### src/rtl/dot_product_sequencer.sv
// rtl/dot_product_sequencer.sv - operand sequencer and accumulator for a 4-bit serial-parallel multiplier
//
// Purpose:
//   Accepts 4-bit operand pairs, launches one multiplication per pair by
//   releasing the multiplier's reset, waits for its finish flag, adds each
//   8-bit product into an ACC_W-bit accumulator and, after N_TERMS products,
//   offers the sum on a valid/ready result port.
//
// Parameters:
//   N_TERMS  products per result (>= 1)
//   ACC_W    accumulator / result width (>= 8)
//
// Ports:
//   clk         rising-edge clock
//   reset       synchronous active-high reset
//   in_valid    operand pair offered
//   in_ready    sequencer can accept a pair (IDLE only)
//   in_a/in_b   4-bit operands, latched onto mul_a/mul_b on accept
//   res_valid   result available (DONE only)
//   res_ready   consumer takes result
//   res_data    accumulated sum (direct view of the accumulator)
//   res_ovf     sticky carry-out of the accumulator
//   mul_reset   multiplier reset; high except while a multiplication runs
//   mul_a/mul_b multiplier operands
//   mul_out     multiplier product
//   mul_finish  multiplier done flag
//
// Optional feature:
//   DOT_PRODUCT_ZERO_SKIP_EN  when defined, a pair with a zero operand is
//                             counted in the accept cycle without running
//                             the multiplier.

module dot_product_sequencer #(
  parameter int N_TERMS = 4,
  parameter int ACC_W   = 12
) (
  input  logic             clk,
  input  logic             reset,
  input  logic             in_valid,
  output logic             in_ready,
  input  logic [3:0]       in_a,
  input  logic [3:0]       in_b,
  output logic             res_valid,
  input  logic             res_ready,
  output logic [ACC_W-1:0] res_data,
  output logic             res_ovf,
  output logic             mul_reset,
  output logic [3:0]       mul_a,
  output logic [3:0]       mul_b,
  input  logic [7:0]       mul_out,
  input  logic             mul_finish
);

  localparam int               CNT_W    = (N_TERMS > 1) ? $clog2(N_TERMS) : 1;
  localparam logic [CNT_W-1:0] LAST_CNT = CNT_W'(N_TERMS - 1);

  typedef enum logic [2:0] {
    S_IDLE,
    S_START,
    S_WAIT,
    S_CAPT,
    S_DONE
  } state_e;

  state_e           state_q, state_d;
  logic [ACC_W-1:0] acc_q, acc_d;
  logic             ovf_q, ovf_d;
  logic [CNT_W-1:0] cnt_q, cnt_d;
  logic [3:0]       a_q, a_d;
  logic [3:0]       b_q, b_d;

  // One extra bit so the carry out of the accumulator is visible.
  logic [ACC_W:0]   sum_w;
  logic             last_term;

  assign sum_w     = {1'b0, acc_q} + {{(ACC_W - 7){1'b0}}, mul_out};
  assign last_term = (cnt_q == LAST_CNT);

  // State register and datapath registers.
  always_ff @(posedge clk) begin
    if (reset) begin
      state_q <= S_IDLE;
      acc_q   <= '0;
      ovf_q   <= 1'b0;
      cnt_q   <= '0;
      a_q     <= 4'd0;
      b_q     <= 4'd0;
    end else begin
      state_q <= state_d;
      acc_q   <= acc_d;
      ovf_q   <= ovf_d;
      cnt_q   <= cnt_d;
      a_q     <= a_d;
      b_q     <= b_d;
    end
  end

  // Next-state and output logic. Outputs decode the state only, so neither
  // in_valid nor res_ready reaches an output combinationally.
  always_comb begin
    state_d   = state_q;
    acc_d     = acc_q;
    ovf_d     = ovf_q;
    cnt_d     = cnt_q;
    a_d       = a_q;
    b_d       = b_q;
    in_ready  = 1'b0;
    res_valid = 1'b0;
    mul_reset = 1'b1;

    case (state_q)
      S_IDLE: begin
        in_ready = 1'b1;
        if (in_valid) begin
`ifdef DOT_PRODUCT_ZERO_SKIP_EN
          if ((in_a == 4'd0) || (in_b == 4'd0)) begin
            // Product is known to be zero: count the term, leave the
            // multiplier parked and its operands untouched.
            cnt_d   = cnt_q + CNT_W'(1);
            state_d = last_term ? S_DONE : S_IDLE;
          end else begin
            a_d     = in_a;
            b_d     = in_b;
            state_d = S_START;
          end
`else
          a_d     = in_a;
          b_d     = in_b;
          state_d = S_START;
`endif
        end
      end

      S_START: begin
        // Single-cycle reset pulse also clears any finish flag left over
        // from the previous multiplication.
        state_d = S_WAIT;
      end

      S_WAIT: begin
        mul_reset = 1'b0;
        // The product is written on the edge that ends the finish cycle,
        // so it is picked up one state later in CAPT.
        if (mul_finish) begin
          state_d = S_CAPT;
        end
      end

      S_CAPT: begin
        mul_reset = 1'b0;
        acc_d     = sum_w[ACC_W-1:0];
        ovf_d     = ovf_q | sum_w[ACC_W];
        cnt_d     = cnt_q + CNT_W'(1);
        state_d   = last_term ? S_DONE : S_IDLE;
      end

      S_DONE: begin
        res_valid = 1'b1;
        if (res_ready) begin
          acc_d   = '0;
          ovf_d   = 1'b0;
          cnt_d   = '0;
          state_d = S_IDLE;
        end
      end

      default: begin
        state_d = S_IDLE;
      end
    endcase
  end

  assign res_data = acc_q;
  assign res_ovf  = ovf_q;
  assign mul_a    = a_q;
  assign mul_b    = b_q;

endmodule

### config.mk
export PLATFORM = sky130hd
export DESIGN_NAME = dot_product_sequencer
export DESIGN_NICKNAME = d
export VERILOG_FILES = /design/src/rtl/dot_product_sequencer.sv
export SDC_FILE = /design/constraint.sdc
export NUM_CORES = 1
export LEC_CHECK = 0
export ABC_AREA = 1
export ABC_CLOCK_PERIOD_IN_PS = 1950
export BUFFER_PORTS_ARGS = -buffer_cell sky130_fd_sc_hd__buf_2
export CORE_AREA = 2 2 74 48
export CTS_CLUSTER_DIAMETER = 150
export DETAILED_ROUTE_END_ITERATION = 10
export DIE_AREA = 0 0 76 50
export GPL_TIMING_DRIVEN = 0
export PLACE_DENSITY = 0.85
export REMOVE_ABC_BUFFERS = 1
export SETUP_SLACK_MARGIN = 0.15
export SLEW_MARGIN = 30
export SYNTH_ARGS = -nofsm -noshare
export SYNTH_HDL_FRONTEND = slang
export SYNTH_SLANG_ARGS = --single-unit
### constraint.sdc
create_clock -name clk -period 1.95 [get_ports clk]
set_clock_uncertainty 0.15 [all_clocks]
set_input_delay 0.0975 -clock clk [delete_from_list [all_inputs] [get_ports clk]]
set_output_delay 0.0975 -clock clk [all_outputs]
set_load 0.005 [all_outputs]
==> flow_metrics.env, run 1 <==
export IMPL_setup_tns_ns=0
export IMPL_grt_antenna_before_repair=0
export IMPL_critPathMaxFanout=5
export IMPL_die_area_um2=3800
export IMPL_path_delay_family="adder cells"
export IMPL_grt_pass1_wl_um=6600
export IMPL_ir_drop_mv=0.357
export IMPL_dp_hpwl_um=2780
export IMPL_synth_fa_ha_area_share_pct=8.91
export IMPL_synth_compound_area_share_pct=11.9
export IMPL_vias_per_cell=5.04
export IMPL_clkSinkCount=26
export IMPL_crit_path_end="res_data[10]"
export IMPL_synth_seq_cells=26
export IMPL_worst_slew_pin_slew_ns=0.404
export IMPL_path_clk_slew_ns=0.09
export IMPL_drcViolationCount=0
export IMPL_netlist_area_um2=1490
export IMPL_critPathLaunchType="flop"
export IMPL_drt_initial_drc_count=109
export IMPL_fin_crit_sh_pct=93.6
export IMPL_h_tree_depth=1
export IMPL_dieWidth_um=76
export IMPL_clkLatencyLatePin_ns=0.27
export IMPL_power_density_nw_per_um2=569
export IMPL_cpPeakStageDelay_ns=0.37
export IMPL_slew_headroom_pct=73.0
export IMPL_cts_buffer_depth=2
export IMPL_r2r_start="res_data[0]"
export IMPL_report_final_slew_viol_count=0
export IMPL_rows=16
export IMPL_crit_buf_inv=2
export IMPL_grt_total_usage_pct=21.8
export IMPL_ys_types=23
export IMPL_antenna_left=0
export IMPL_worstPathArrival_ns=1.84
export IMPL_yosys_warnings=0
export IMPL_dr_pass1_iters=4
export IMPL_synth_edf_count=0
export IMPL_wl_per_cell_um=12.4
export IMPL_start_util_pct=48.0
export IMPL_synthCells=224
export IMPL_cts_buffers=3
export IMPL_drive_gt1_share_pct=25.4
export IMPL_synthArstFlopShare_pct=0
export IMPL_critPathLaunch="res_data[0]"
export IMPL_area_growth_pct=31.3
export IMPL_fmax_mhz=548
export IMPL_hold_ws_ns=0.0319
export IMPL_status="finished clean"
export IMPL_grt_max_degree=21
export IMPL_cts_root_buf="clkbuf_8"
export IMPL_fillCellCount=291
export IMPL_overflow=0
export IMPL_hold_viol_final=0
export IMPL_crit_path_end_kind="flop"
export IMPL_syn_avg_cell_area_um2=6.65
export IMPL_first_global_vias=1461
export IMPL_cpMostUsedCell="nand2_1"
export IMPL_reg2reg_depth=11
export IMPL_gp_congestion=0.882
export IMPL_finalSetupViolCount=0
export IMPL_min_path_type="input port to flop"
export IMPL_crit_cells=11
export IMPL_synthSimpleGateAreaFrac_pct=35.0
export IMPL_ys_seq_area_share_pct=35.0
export IMPL_port_buffers=44
export IMPL_die_y_um=50
export IMPL_p_leak_uw=0.000987
export IMPL_worstSetupPathType="flop to flop"
export IMPL_cap_violations=0
export IMPL_diodes=0
export IMPL_synth_mux_area_share_pct=0
export IMPL_worstReg2RegEnd="res_data[10]"
export IMPL_core_um2=3100
export IMPL_synth_xor_area_share_pct=0
export IMPL_cts_tree="done"
export IMPL_synth_main_ff_cell="dfxtp_1"
export IMPL_r2r_slack_ns=0.13
export IMPL_cp_cell_sequence="ha_4 > inv_2 > fa_2 > inv_2 > nand3_2 > nand3_2 > nand2_1 > nand2_2 > nand2_1 > nand2_1 > a21oi_2"
export IMPL_slowest_stage="dfxtp_4"
export IMPL_synth_top_family_by_area="simple AND/OR/NAND/NOR gates"
export IMPL_io_pins=45
export IMPL_vias=1634
export IMPL_totalWireLength_um=4020
export IMPL_rsz0062_at_grt="true"
export IMPL_fin_nets=312
export IMPL_fin_crit_ns=1.82
export IMPL_cp_required_ns=1.96
==> timing repair <==
item / CTS / global route
pin swaps: 1 / 7
hold buffers: 9 / 0
endpoints found under the setup margin: 5 / 6
endpoints found under the hold margin: 9 / 0
gates resized for setup: 6 / 10
setup buffers: 1 / 1
==> report_power, final <==
group / leakage, µW / switching [µW] / internal (µW)
registers: 0.000212 / 17.8 / 555
clock network: 0.0000216 / 162 / 138
logic: 0.000754 / 142 / 98.6
==> tightest hold or removal path, cell delays in order <==
cell and delay (ns):
buf_2 0.09, o22ai_1 0.16, nor4_1 0.06
==> state kept, by name, indices dropped and copies added (netlist names) <==
register  cells
res_data     12
mul_a         4
mul_b         4
state_q       3
cnt_q         2
res_ovf       1
==> how the worst min path moves through the flow <==
stage	from	end	cells past startpoint
final	mul_finish	state_q[0]	3
after detailed placement	in_b[3]	mul_b[3]	3
after CTS	mul_finish	state_q[0]	3
after floorplan	reset	cnt_q[1]	1
after global routing	mul_finish	state_q[0]	3
after global placement	in_b[3]	mul_b[3]	3
==> placed cells by master, fill, tap and decap left out, drive strengths merged <==
master and n:
nand2 68, buf 46, inv 33, a21oi 28, nand3 28, dfxtp 26
nor2 17, dlygate4sd3 9, ha 9, clkbuf 3, o21ai 2, nand3b 2
o22ai 2, o21bai 1, a21boi 1, nand4 1, or2 1, nor4 1
fa 1
==> cells in the mapped netlist (2+ instances only) <==
master | n | area share (%)
a21oi_1 | 28 | 9.4
clkbuf_1 | 3 | 0.76
dfxtp_1 | 26 | 35
ha_1 | 9 | 7.6
inv_1 | 31 | 7.8
nand2_1 | 67 | 17
nand3_1 | 26 | 8.7
nand3_2 | 2 | 1.3
nand3b_1 | 2 | 1.0
nor2_1 | 15 | 3.8
o21ai_0 | 2 | 0.67
o22ai_1 | 2 | 0.84
==> layout make-up <==
class,count,area (µm²),area share (%)
multi-input combinational,162,882,45.1
sequential,26,524,26.8
timing repair buffer,55,325,16.6
inverter,33,126,6.46
tap,45,56.3,2.88
clock buffer,3,41.3,2.11
==> metrics by stage <==
step                setup slack [ns]  instance area (µm²)  power, µW  std cells  util [%]
finish                         0.126                 1960       1110        324      63.0
global route                  0.0433                 1960       1180        324      63.0
floorplan                      0.177                 1480        714        221         -
detailed placement           -0.0295                 1750        798        310      56.5
CTS                            0.156                 1910       1120        323      61.5
global placement             -0.0203                 1750        791        310      56.5
==> metal layers <==
metal	up-vias	GRT usage, %	routed length (µm)	part of all wire (%)
met3	8	6.96	400	10
met5	-	0	0	0
met1	716	30.2	1850	46
met2	80	32.4	1700	42
li1	830	-	-	-
met4	0	6.36	67	1.7
==> kinds of logic (layout without fill, tap and decap cells) <==
kind of cell               count (synthesis)  count (layout)
and+or+nand+nor                          118             118
AOI/OAI and AO/OA                         34              34
buffers and inverters                     36              91
adders and majority gates                 10              10
DFF                                       26              26
Power figures use the tool's default switching activity.
==> inputs of run 2 (changes only) <==
Settings changed: BUFFER_PORTS_ARGS -buffer_cell sky130_fd_sc_hd__buf_2 to -buffer_cell sky130_fd_sc_hd__clkbuf_2.
==> flow_metrics.env, run 2 (synthesis gave the netlist of run 1 again) <==
export IMPL_status="finished clean"
export IMPL_vias=1658
export IMPL_grt_total_usage_pct=20.6
export IMPL_dp_hpwl_um=2700
export IMPL_io_pins=45
export IMPL_fin_crit_ns=1.80
export IMPL_ir_drop_mv=0.441
export IMPL_clkLatencyLatePin_ns=0.27
export IMPL_cts_root_buf="clkbuf_8"
export IMPL_power_density_nw_per_um2=564
export IMPL_first_global_vias=1447
export IMPL_wl_per_cell_um=12.1
export IMPL_rsz0062_at_grt="true"
export IMPL_finalSetupViolCount=0
export IMPL_port_buffers=44
export IMPL_fmax_mhz=555
export IMPL_setup_ws_ns=0.148
export IMPL_die_y_um=50
export IMPL_antenna_left=0
export IMPL_grt_pass1_wl_um=6310
export IMPL_dieWidth_um=76
export IMPL_slew_headroom_pct=68.9
export IMPL_path_clk_slew_ns=0.09
export IMPL_overflow=0
export IMPL_rows=16
export IMPL_drcViolationCount=0
export IMPL_stdcell_area_um2=1990
export IMPL_r2r_start="res_data[0]"
export IMPL_r2r_slack_ns=0.15
export IMPL_fin_crit_sh_pct=92.4
export IMPL_totalWireLength_um=3930
export IMPL_top_layer="met4"
export IMPL_min_path_type="input port to flop"
export IMPL_drive_gt1_share_pct=26.8
export IMPL_hold_depth=3
export IMPL_dr_pass1_iters=5
export IMPL_core_um2=3100
export IMPL_crit_path_end_kind="flop"
export IMPL_route_met2_wl_um=1710
export IMPL_power_uw=1120
export IMPL_place_ws_ns=-0.0834
export IMPL_worstReg2RegEnd="res_ovf"
export IMPL_report_final_slew_viol_count=0
export IMPL_wirelength_met1_um=1810
export IMPL_hold_viol_final=0
export IMPL_cts_buffer_depth=2
export IMPL_fillCellCount=277
export IMPL_largest_reg_flops=12
export IMPL_worstPathArrival_ns=1.86
export IMPL_diodes=0
export IMPL_cts_buffers=3
export IMPL_final_common_cell="nand2_1"
export IMPL_final_core_utilization_pct=64.3
export IMPL_worst_slew_pin_slew_ns=0.466
export IMPL_clkSinkCount=26
export IMPL_reg2reg_depth=10
export IMPL_setup_tns_ns=0
export IMPL_cp_required_ns=2.01
export IMPL_gp_congestion=0.872
export IMPL_h_tree_depth=1
export IMPL_area_growth_pct=33.9
export IMPL_cap_violations=0
export IMPL_p_leak_uw=0.000977
export IMPL_drt_initial_drc_count=78
export IMPL_critPathLaunchType="flop"
export IMPL_start_util_pct=48.0
export IMPL_critPathMaxFanout=5
export IMPL_min_delay_start="in_valid"
export IMPL_cts_tree="done"
export IMPL_final_cell_mix="64 x nand2_1, 44 x clkbuf_2, 29 x inv_1"
export IMPL_grt_antenna_before_repair=0
export IMPL_vias_per_cell=5.10
export IMPL_die_area_um2=3800
export IMPL_grt_max_degree=21
export IMPL_fin_nets=313
export IMPL_whs_endpoint="mul_a[3]"
export IMPL_worstSetupPathType="flop to flop"
export IMPL_dr_wl_met3_um=343
export IMPL_placed_cell_area_um2=1750
## run 2: area by class of cell
| class | count | area (µm²) | area share, % |
|---|---|---|---|
| multi-input combinational | 162 | 916 | 45.9 |
| clock buffer | 3 | 41.3 | 2.07 |
| tap | 45 | 56.3 | 2.82 |
| timing repair buffer | 56 | 333 | 16.7 |
| sequential | 26 | 522 | 26.2 |
| inverter | 33 | 126 | 6.34 |
## run 2: metal layers
layer | vias to the layer above | GRT usage [%]
met2 | 73 | 31.8
met1 | 741 | 28.5
met5 | - | 0
met3 | 9 | 6.23
li1 | 835 | -
met4 | 0 | 4.55
## run 2: power by group
part | total, µW | internal, µW | leakage [µW] | switching (µW)
clock | 301 | 138 | 0.0000216 | 162
combinational | 248 | 106 | 0.000743 | 142
sequential | 576 | 556 | 0.000212 | 19.5
## run 2: worst max path at each step
| stage | end | cells past startpoint | startpoint |
|---|---|---|---|
| final | res_ovf | 10 | res_data[0] |
| after global routing | res_ovf | 10 | res_data[0] |
| after CTS | res_data[10] | 11 | res_data[0] |
| after detailed placement | res_data[10] | 11 | res_data[0] |
| after global placement | res_data[8] | 11 | res_data[0] |
| after floorplan | res_data[8] | 11 | res_data[0] |
## run 2: metrics by stage
stage                     hold slack (ns)  instances
after floorplan                    0.0166        221
after global placement              0.206        310
after detailed placement            0.205        310
after CTS                         0.00574        323
after global routing               0.0846        325
final                              0.0514        325
## run 2: worst max-delay path: stages, from the launching register on
cell	delay, ns
dfxtp_2	0.36
ha_4	0.15
inv_2	0.04
fa_2	0.36
inv_2	0.09
nand3_2	0.07
nand3_2	0.09
nand2_1	0.07
nand2_2	0.11
nand3b_1	0.11
a21oi_2	0.14
## run 2: repair_timing
item,4_1_cts,5_1_grt
pin swaps,0,11
endpoints found under the setup margin,5,6
gates resized for setup,7,11
setup buffers,1,2
gates cloned,0,0
hold endpoints to repair,9,0
hold buffers,9,0
